==> config.mk <==
export PLATFORM = sky130hd
export DESIGN_NAME = bcd_serial_subtractor_flat
export DESIGN_NICKNAME = d
export VERILOG_FILES = /design/src/rtl/bcd_pkg.sv /design/src/rtl/bcd_serial_subtractor_if.sv /design/src/rtl/bcd_digit_subtractor.sv /design/src/rtl/bcd_serial_subtractor.sv /design/src/flat_wrapper.sv
export SDC_FILE = /design/constraint.sdc
export NUM_CORES = 1
export LEC_CHECK = 0
export ABC_AREA = 1
export BUFFER_PORTS_ARGS = -buffer_cell sky130_fd_sc_hd__buf_4
export CORE_ASPECT_RATIO = 0.75
export CORE_MARGIN = 4
export CORE_UTILIZATION = 30
export DETAILED_ROUTE_END_ITERATION = 10
export PLACE_DENSITY = 0.47
export SLEW_MARGIN = 20
export SYNTH_ARGS = -nofsm -noshare
export SYNTH_HDL_FRONTEND = slang
export SYNTH_SLANG_ARGS = --single-unit
==> constraint.sdc <==
create_clock -name clk -period 4.1 [get_ports clk]
set_clock_uncertainty 0.05 [all_clocks]
set_input_delay 0.615 -clock clk [delete_from_list [all_inputs] [get_ports clk]]
set_output_delay 0.615 -clock clk [all_outputs]
set_load 0.005 [all_outputs]
==> src/rtl/bcd_pkg.sv <==
// Shared BCD arithmetic package.
// Purpose : common digit type, radix constant and subtractor FSM encoding,
//           used by the serial BCD subtractor (and the serial BCD adder).
// Contents: bcd_digit_t, BCD_RADIX, bcd_sub_state_t.
package bcd_pkg;

  typedef logic [3:0] bcd_digit_t;

  localparam int BCD_RADIX = 10;

  typedef enum logic [1:0] {
    IDLE = 2'd0,
    SUB  = 2'd1,
    NEG  = 2'd2,
    DONE = 2'd3
  } bcd_sub_state_t;

endpackage

==> src/rtl/bcd_serial_subtractor_if.sv <==
// Bus interface of the serial BCD subtractor.
// Purpose : groups the operand/launch/result signals between the register
//           block (master) and the subtract engine (slave).
// Signals : arg1, arg2 (operands), start (launch), busy, done (status),
//           borrow, invalid (flags), result (packed-BCD difference).
interface bcd_serial_subtractor_if #(
  parameter int ARG_WIDTH = 32
);
  logic [ARG_WIDTH-1:0] arg1;
  logic [ARG_WIDTH-1:0] arg2;
  logic                 start;
  logic                 busy;
  logic                 done;
  logic                 borrow;
  logic                 invalid;
  logic [ARG_WIDTH-1:0] result;

  modport master (
    output arg1, arg2, start,
    input  busy, done, borrow, invalid, result
  );

  modport slave (
    input  arg1, arg2, start,
    output busy, done, borrow, invalid, result
  );
endinterface

==> src/rtl/bcd_digit_subtractor.sv <==
// Single-digit BCD subtract cell (combinational).
// Purpose : digit = a - b - bi in decimal with borrow; shared by the SUB
//           pass and the NEG (0 - result) pass of the serial subtractor.
// Ports   : a, b  (in, 4)  minuend / subtrahend digit
//           bi    (in, 1)  borrow in
//           digit (out, 4) difference digit
//           bo    (out, 1) borrow out
//           bad   (out, 1) either input nibble is not a decimal digit
module bcd_digit_subtractor
  import bcd_pkg::*;
(
  input  bcd_digit_t a,
  input  bcd_digit_t b,
  input  logic       bi,
  output bcd_digit_t digit,
  output logic       bo,
  output logic       bad
);

  logic [4:0] a_ext;
  logic [4:0] sub_ext;
  logic [4:0] diff;

  always_comb begin
    a_ext   = {1'b0, a};
    sub_ext = {1'b0, b} + {4'd0, bi};
    bo      = (a_ext < sub_ext);
    // On borrow add the radix back; the 5-bit wrap gives the mod-16 result
    // for out-of-range nibbles as well.
    if (bo) begin
      diff = a_ext + 5'(BCD_RADIX) - sub_ext;
    end else begin
      diff = a_ext - sub_ext;
    end
    digit = diff[3:0];
    bad   = (a > 4'd9) || (b > 4'd9);
  end

endmodule

==> src/rtl/bcd_serial_subtractor.sv <==
// Serial packed-BCD subtractor: result = arg1 - arg2, one digit per clock,
// least-significant digit first.
// Purpose : subtract engine of the BCD arithmetic unit. A start seen in IDLE
//           latches the operands; DIGITS digit cycles follow (busy high),
//           then a one-cycle DONE state pulses done with result/flags valid.
// Ports   : clk   (in)  clock, all state on posedge
//           reset (in)  synchronous active-high reset
//           bus   (slave modport of bcd_serial_subtractor_if):
//             arg1/arg2 in, start in, busy/done/borrow/invalid/result out
// Config  : `BCD_SUB_SIGNED_MAG_EN defined -> a negative difference is
//           re-run as 0 - result (NEG pass) so result holds |arg1-arg2| and
//           borrow marks the sign. Undefined -> result is the ten's
//           complement difference mod 10^DIGITS.
module bcd_serial_subtractor
  import bcd_pkg::*;
#(
  parameter int ARG_WIDTH = 32
) (
  input  logic                    clk,
  input  logic                    reset,
  bcd_serial_subtractor_if.slave  bus
);

  localparam int                DIGITS   = ARG_WIDTH / 4;
  localparam int                IDX_W    = $clog2(DIGITS + 1);
  localparam logic [IDX_W-1:0]  LAST_IDX = IDX_W'(DIGITS - 1);

  bcd_sub_state_t       state_q, state_d;
  logic [IDX_W-1:0]     idx_q, idx_d;
  logic                 bi_q, bi_d;
  logic                 inv_run_q, inv_run_d;
  logic [ARG_WIDTH-1:0] a_sh_q, a_sh_d;
  logic [ARG_WIDTH-1:0] b_sh_q, b_sh_d;
  logic [ARG_WIDTH-1:0] work_q, work_d;
  logic [ARG_WIDTH-1:0] result_q, result_d;
  logic                 borrow_q, borrow_d;
  logic                 invalid_q, invalid_d;

  bcd_digit_t           dig;
  logic                 dig_bo;
  logic                 dig_bad;
  logic                 last_step;
  logic                 neg_needed;
  logic [ARG_WIDTH-1:0] work_next;

  bcd_digit_subtractor u_digit (
    .a     (a_sh_q[3:0]),
    .b     (b_sh_q[3:0]),
    .bi    (bi_q),
    .digit (dig),
    .bo    (dig_bo),
    .bad   (dig_bad)
  );

  assign last_step = (idx_q == LAST_IDX);
  // New digit enters at the top; after DIGITS shifts digit i sits at [4i+3:4i].
  assign work_next = {dig, work_q[ARG_WIDTH-1:4]};

`ifdef BCD_SUB_SIGNED_MAG_EN
  assign neg_needed = dig_bo;
`else
  assign neg_needed = 1'b0;
`endif

  // ---- state register ----
  always_ff @(posedge clk) begin
    if (reset) begin
      state_q <= IDLE;
    end else begin
      state_q <= state_d;
    end
  end

  // ---- next-state logic ----
  always_comb begin
    state_d = state_q;
    unique case (state_q)
      IDLE: if (bus.start) state_d = SUB;
      SUB:  if (last_step) state_d = neg_needed ? NEG : DONE;
      NEG:  if (last_step) state_d = DONE;
      DONE: state_d = IDLE;
      default: state_d = IDLE;
    endcase
  end

  // ---- outputs ----
  always_comb begin
    bus.busy    = (state_q == SUB) || (state_q == NEG);
    bus.done    = (state_q == DONE);
    bus.borrow  = borrow_q;
    bus.invalid = invalid_q;
    bus.result  = result_q;
  end

  // ---- datapath next values ----
  always_comb begin
    idx_d     = idx_q;
    bi_d      = bi_q;
    inv_run_d = inv_run_q;
    a_sh_d    = a_sh_q;
    b_sh_d    = b_sh_q;
    work_d    = work_q;
    result_d  = result_q;
    borrow_d  = borrow_q;
    invalid_d = invalid_q;

    unique case (state_q)
      IDLE: begin
        if (bus.start) begin
          a_sh_d    = bus.arg1;
          b_sh_d    = bus.arg2;
          idx_d     = '0;
          bi_d      = 1'b0;
          inv_run_d = 1'b0;
        end
      end
      SUB, NEG: begin
        a_sh_d = a_sh_q >> 4;
        b_sh_d = b_sh_q >> 4;
        work_d = work_next;
        bi_d   = dig_bo;
        idx_d  = idx_q + IDX_W'(1);
        // Only the user operands are checked; the NEG pass operands are ours.
        if (state_q == SUB) begin
          inv_run_d = inv_run_q | dig_bad;
        end
        if (last_step) begin
          idx_d = '0;
          if ((state_q == SUB) && neg_needed) begin
            // Reload for 0 - difference to obtain the magnitude.
            a_sh_d = '0;
            b_sh_d = work_next;
            bi_d   = 1'b0;
          end else begin
            result_d  = work_next;
            // NEG is only ever entered with a negative difference.
            borrow_d  = (state_q == SUB) ? dig_bo : 1'b1;
            invalid_d = inv_run_d;
          end
        end
      end
      default: ;
    endcase
  end

  // ---- control and result registers ----
  always_ff @(posedge clk) begin
    if (reset) begin
      idx_q     <= '0;
      bi_q      <= 1'b0;
      inv_run_q <= 1'b0;
      result_q  <= '0;
      borrow_q  <= 1'b0;
      invalid_q <= 1'b0;
    end else begin
      idx_q     <= idx_d;
      bi_q      <= bi_d;
      inv_run_q <= inv_run_d;
      result_q  <= result_d;
      borrow_q  <= borrow_d;
      invalid_q <= invalid_d;
    end
  end

  // ---- operand and working shift registers ----
  always_ff @(posedge clk) begin
    a_sh_q <= a_sh_d;
    b_sh_q <= b_sh_d;
    work_q <= work_d;
  end

endmodule

==> src/flat_wrapper.sv <==
// flat-port wrapper written by rule: the top's interface ports become plain ports
module bcd_serial_subtractor_flat import bcd_pkg::*;
#(
  parameter int ARG_WIDTH = 32
)
  (clk, reset, bus_arg1, bus_arg2, bus_start, bus_busy, bus_done, bus_borrow, bus_invalid, bus_result);
  bcd_serial_subtractor_if #(.ARG_WIDTH(ARG_WIDTH)) bus_i ();
  input  logic clk;
  input  logic reset;
  input wire logic [$bits(bus_i.arg1)-1:0] bus_arg1;
  input wire logic [$bits(bus_i.arg2)-1:0] bus_arg2;
  input wire logic [$bits(bus_i.start)-1:0] bus_start;
  output wire logic [$bits(bus_i.busy)-1:0] bus_busy;
  output wire logic [$bits(bus_i.done)-1:0] bus_done;
  output wire logic [$bits(bus_i.borrow)-1:0] bus_borrow;
  output wire logic [$bits(bus_i.invalid)-1:0] bus_invalid;
  output wire logic [$bits(bus_i.result)-1:0] bus_result;
  assign bus_i.arg1 = bus_arg1;
  assign bus_i.arg2 = bus_arg2;
  assign bus_i.start = bus_start;
  assign bus_busy = bus_i.busy;
  assign bus_done = bus_i.done;
  assign bus_borrow = bus_i.borrow;
  assign bus_invalid = bus_i.invalid;
  assign bus_result = bus_i.result;
  bcd_serial_subtractor #(.ARG_WIDTH(ARG_WIDTH)) u_core (.clk(clk), .reset(reset), .bus(bus_i));
endmodule
==> summary.md <==
| Metric | Value |
|---|---|
| Slew Viols, Final | 0 |
| Detailed Routing Iterations Pass 1 | 4 |
| Clk sinks | 134 |
| Die footprint | ~0.021 mm² |
| Largest net degree at the start of global routing | slightly above 70 |
| Fillers | 1807 |
| TritonCTS clock tree | done |
| Status | finished, final reports clean |
| Syn-to-layout area delta | 27.8% |
| Worst Hold Class | input port to register |
| Switching Share | 24.9% |
| Library cells used by synthesis | 28 |
| Post-synthesis register bit count | 134 |
| Fmax | 398 MHz |
| CTS root buffer | clkbuf_16 |
| WL per Instance | between 10 and 15 µm |
| Synth warn | 0 |
| Initial core utilization | between 30 and 40% |
| Setup crit start kind | register |
| Reg power frac | 47.9% |
| VDD IR max | 0.222 mV |
| Die width | around 160 µm |
| Residual DRC count | 0 |
| Row cnt | 42 |
| Final setup viols | 0 |
| Hold WS | 0.364 ns |
| Hold buffers post-CTS | 0 |
| Post-route ant nets | 0 |
| Max cap viols | 0 |
| Top fanout value on the critical path | 3 |
| Total gr overflow | 0 |
| Diode count | 0 |
| Cell area after synthesis | 0.00555 mm² |
| Crit. End Element | register |
| Mean area per synthesized cell | 9.96 µm² |
| Layout net count | 742 |
| GRT Total Usage | 12.0% |
| Routed wire length | 11900 µm |
| GPL Wtd Cong | between 0.7 and 0.8 |
| DR vias/cell | 4.30 |
| Comb pwr share | 11.8% |
| Clock buffer count from CTS | 17 |
| Leakage | between 3 and 4 nW |
| Total setup buffers inserted after CTS | 0 |
| WS Path Type | register to register |
| Global-route wire length before repair | 19600 µm |
| Total number of vias | 3931 |
| Pwr Density | 495 mW/mm² |
| TNS Setup | 0 ns |
| IO buf count | 102 |
| Clk pin slew, worst setup/hold paths | 0.06 ns |
| Htree depth | 4 |
| Post-synthesis cell count | 557 |
| Share of cells above drive strength 1 | 21.3% |
| Core Box Area | between 0.015 and 0.02 mm² |
| Clock Power Share | 40.4% |
| Worst rel slew slack | 37.1% |
| Die height | around 130 µm |
| CTS resizes | 0 |
| Worst-Skew Late Latency | 0.42 ns |
| Sequential-to-total area share from yosys stat | between 60 and 70% |
| 1st-iter DRT viols | approximately 260 |
| P_sw | 0.875 mW |
| Final min period | 2.51 ns |
| Final hold vios | 0 |
| Data required time at the worst endpoint | approximately 4.4 ns |
| Int Pwr | 2.64 mW |
| Initial antenna violation count | 0 |
| Vias in the first global route | 4028 |
| DP HPWL | 7890 µm |
| Period Utilization, post-route | 61.2% |
| CTS max path bufs | 2 |
| Syn Nets | 640 |
| # IOs | 103 |
| Worst-Margin Slew | around 0.94 ns |
| RSZ-0062 raised after global routing | no |
| Arr. time, crit path | 2.83 ns |
## cell usage after synthesis
| master | n | area share, % |
|---|---|---|
| nand2_1 | 200 | 14 |
| edfxtp_1 | 92 | 50 |
| nor2_1 | 69 | 4.7 |
| dfxtp_1 | 42 | 15 |
| inv_1 | 34 | 2.3 |
| o21ai_0 | 32 | 2.9 |
| ha_1 | 14 | 3.2 |
| nand3_1 | 14 | 1.3 |
| a21oi_1 | 10 | 0.90 |
| clkbuf_1 | 10 | 0.68 |
| buf_2 | 8 | 0.72 |
| nand4_1 | 4 | 0.45 |
| o21a_1 | 4 | 0.54 |
| buf_4 | 3 | 0.41 |
| o21ai_1 | 3 | 0.27 |
| buf_6 | 2 | 0.41 |
| fa_1 | 2 | 0.72 |
| inv_2 | 2 | 0.14 |
| xnor2_1 | 2 | 0.32 |
| xor2_1 | 2 | 0.32 |
| a211oi_1 | 1 | 0.14 |
| clkinv_1 | 1 | 0.068 |
| nand3_2 | 1 | 0.18 |
| nand3b_1 | 1 | 0.14 |
| nand3b_4 | 1 | 0.36 |
| nor2_4 | 1 | 0.20 |
| o211ai_1 | 1 | 0.14 |
| or2_2 | 1 | 0.11 |
## flip-flops by register name, indices dropped and copies added, names as in the netlist
signal and count:
u_core.inv_run_q 1, u_core.idx_q 4, u_core.b_sh_q 32, u_core.a_sh_q 32, u_core.bi_q 1, u_core.bus.result 32
u_core.bus.borrow 1, u_core.work_q 28, u_core.bus.invalid 1, u_core.state_q 2
## cells by family (layout without fill, tap and decap cells)
logic type	Yosys count	in the layout	synth area share, %
buffers and inverters	60	175	4.72
AND/OR/NAND/NOR	292	292	20.9
XOR/XNOR	4	4	0.632
AO/OA/AOI/OAI	51	51	4.87
flip-flops	134	134	65.0
adder cells (fa/ha/maj)	16	16	3.88
## routing by layer
metal  part of all wire, %  vias to the layer above  GRT usage [%]
met2                    46                       68           17.9
met3                   4.8                       16           4.57
li1                      -                     2018              -
met1                    49                     1829           16.3
met4                   1.1                        0           3.52
met5                     0                        -              0
## layout by cell type, fill, tap and decap left out, types with 2 or more instances in the layout
cell,count
nand2_1,200
buf_4,106
edfxtp_1,92
nor2_1,69
dfxtp_1,42
inv_1,33
o21ai_0,32
clkbuf_16,17
nand3_1,14
ha_1,13
a21oi_1,10
nand4_1,4
o21a_1,4
o21ai_1,3
inv_2,3
clkbuf_1,3
clkinv_4,3
clkinvlp_4,3
clkinv_2,3
xnor2_1,2
xor2_1,2
fa_1,2
## worst max-delay path, stage by stage, from the launching register on
cell	delay, ns
edfxtp_1	0.37
ha_1	0.22
ha_1	0.33
ha_1	0.34
inv_1	0.05
ha_1	0.21
fa_1	0.38
nand3b_1	0.17
nand2_1	0.07
nand3_1	0.09
nand3_1	0.10
nand2_1	0.05
inv_1	0.04
## power by group through the flow
stage               Clock [mW]  Sequential, mW  Combinational, mW
CTS                       1.46            1.68              0.423
finish                    1.42            1.68              0.413
floorplan                    0            1.69              0.282
detailed placement           0            1.71              0.421
global placement             0            1.71              0.415
global route              1.52            1.69              0.485
## metrics by stage
step	utilization [%]	area, µm²	power [mW]	setup WS [ns]	instances
final	39.7	7090	3.51	1.59	914
after CTS	39.7	7090	3.56	1.58	914
after floorplan	-	5550	1.97	0.597	557
after detailed placement	36.6	6530	2.13	1.57	882
after global placement	36.6	6530	2.12	1.65	882
after global routing	39.7	7090	3.70	1.42	914
## area by class of cell
type | count | area [µm²] | area share (%)
Inverter | 37 | 139 | 1.96
Sequential cell | 134 | 3600 | 50.8
Clock buffer | 21 | 450 | 6.36
Clock inverter | 11 | 103 | 1.45
Timing Repair Buffer | 106 | 796 | 11.2
Multi-Input combinational cell | 363 | 1690 | 23.9
Tap cell | 242 | 303 | 4.27
## worst paths after layout
| kind | start | to | slack [ns] | cells after the start |
|---|---|---|---|---|
| worst max-delay path | u_core.b_sh_q[0] | u_core.bus.result[31] | 1.59 | 12 |
| worst min-delay path | reset | u_core.bi_q | 0.36 | 2 |
| worst max register to register | u_core.b_sh_q[0] | u_core.bus.result[31] | 1.59 | 12 |
| worst min register to register | u_core.work_q[19] | u_core.work_q[15] | 0.40 | 0 |
(Power assumes the default switching activity.)
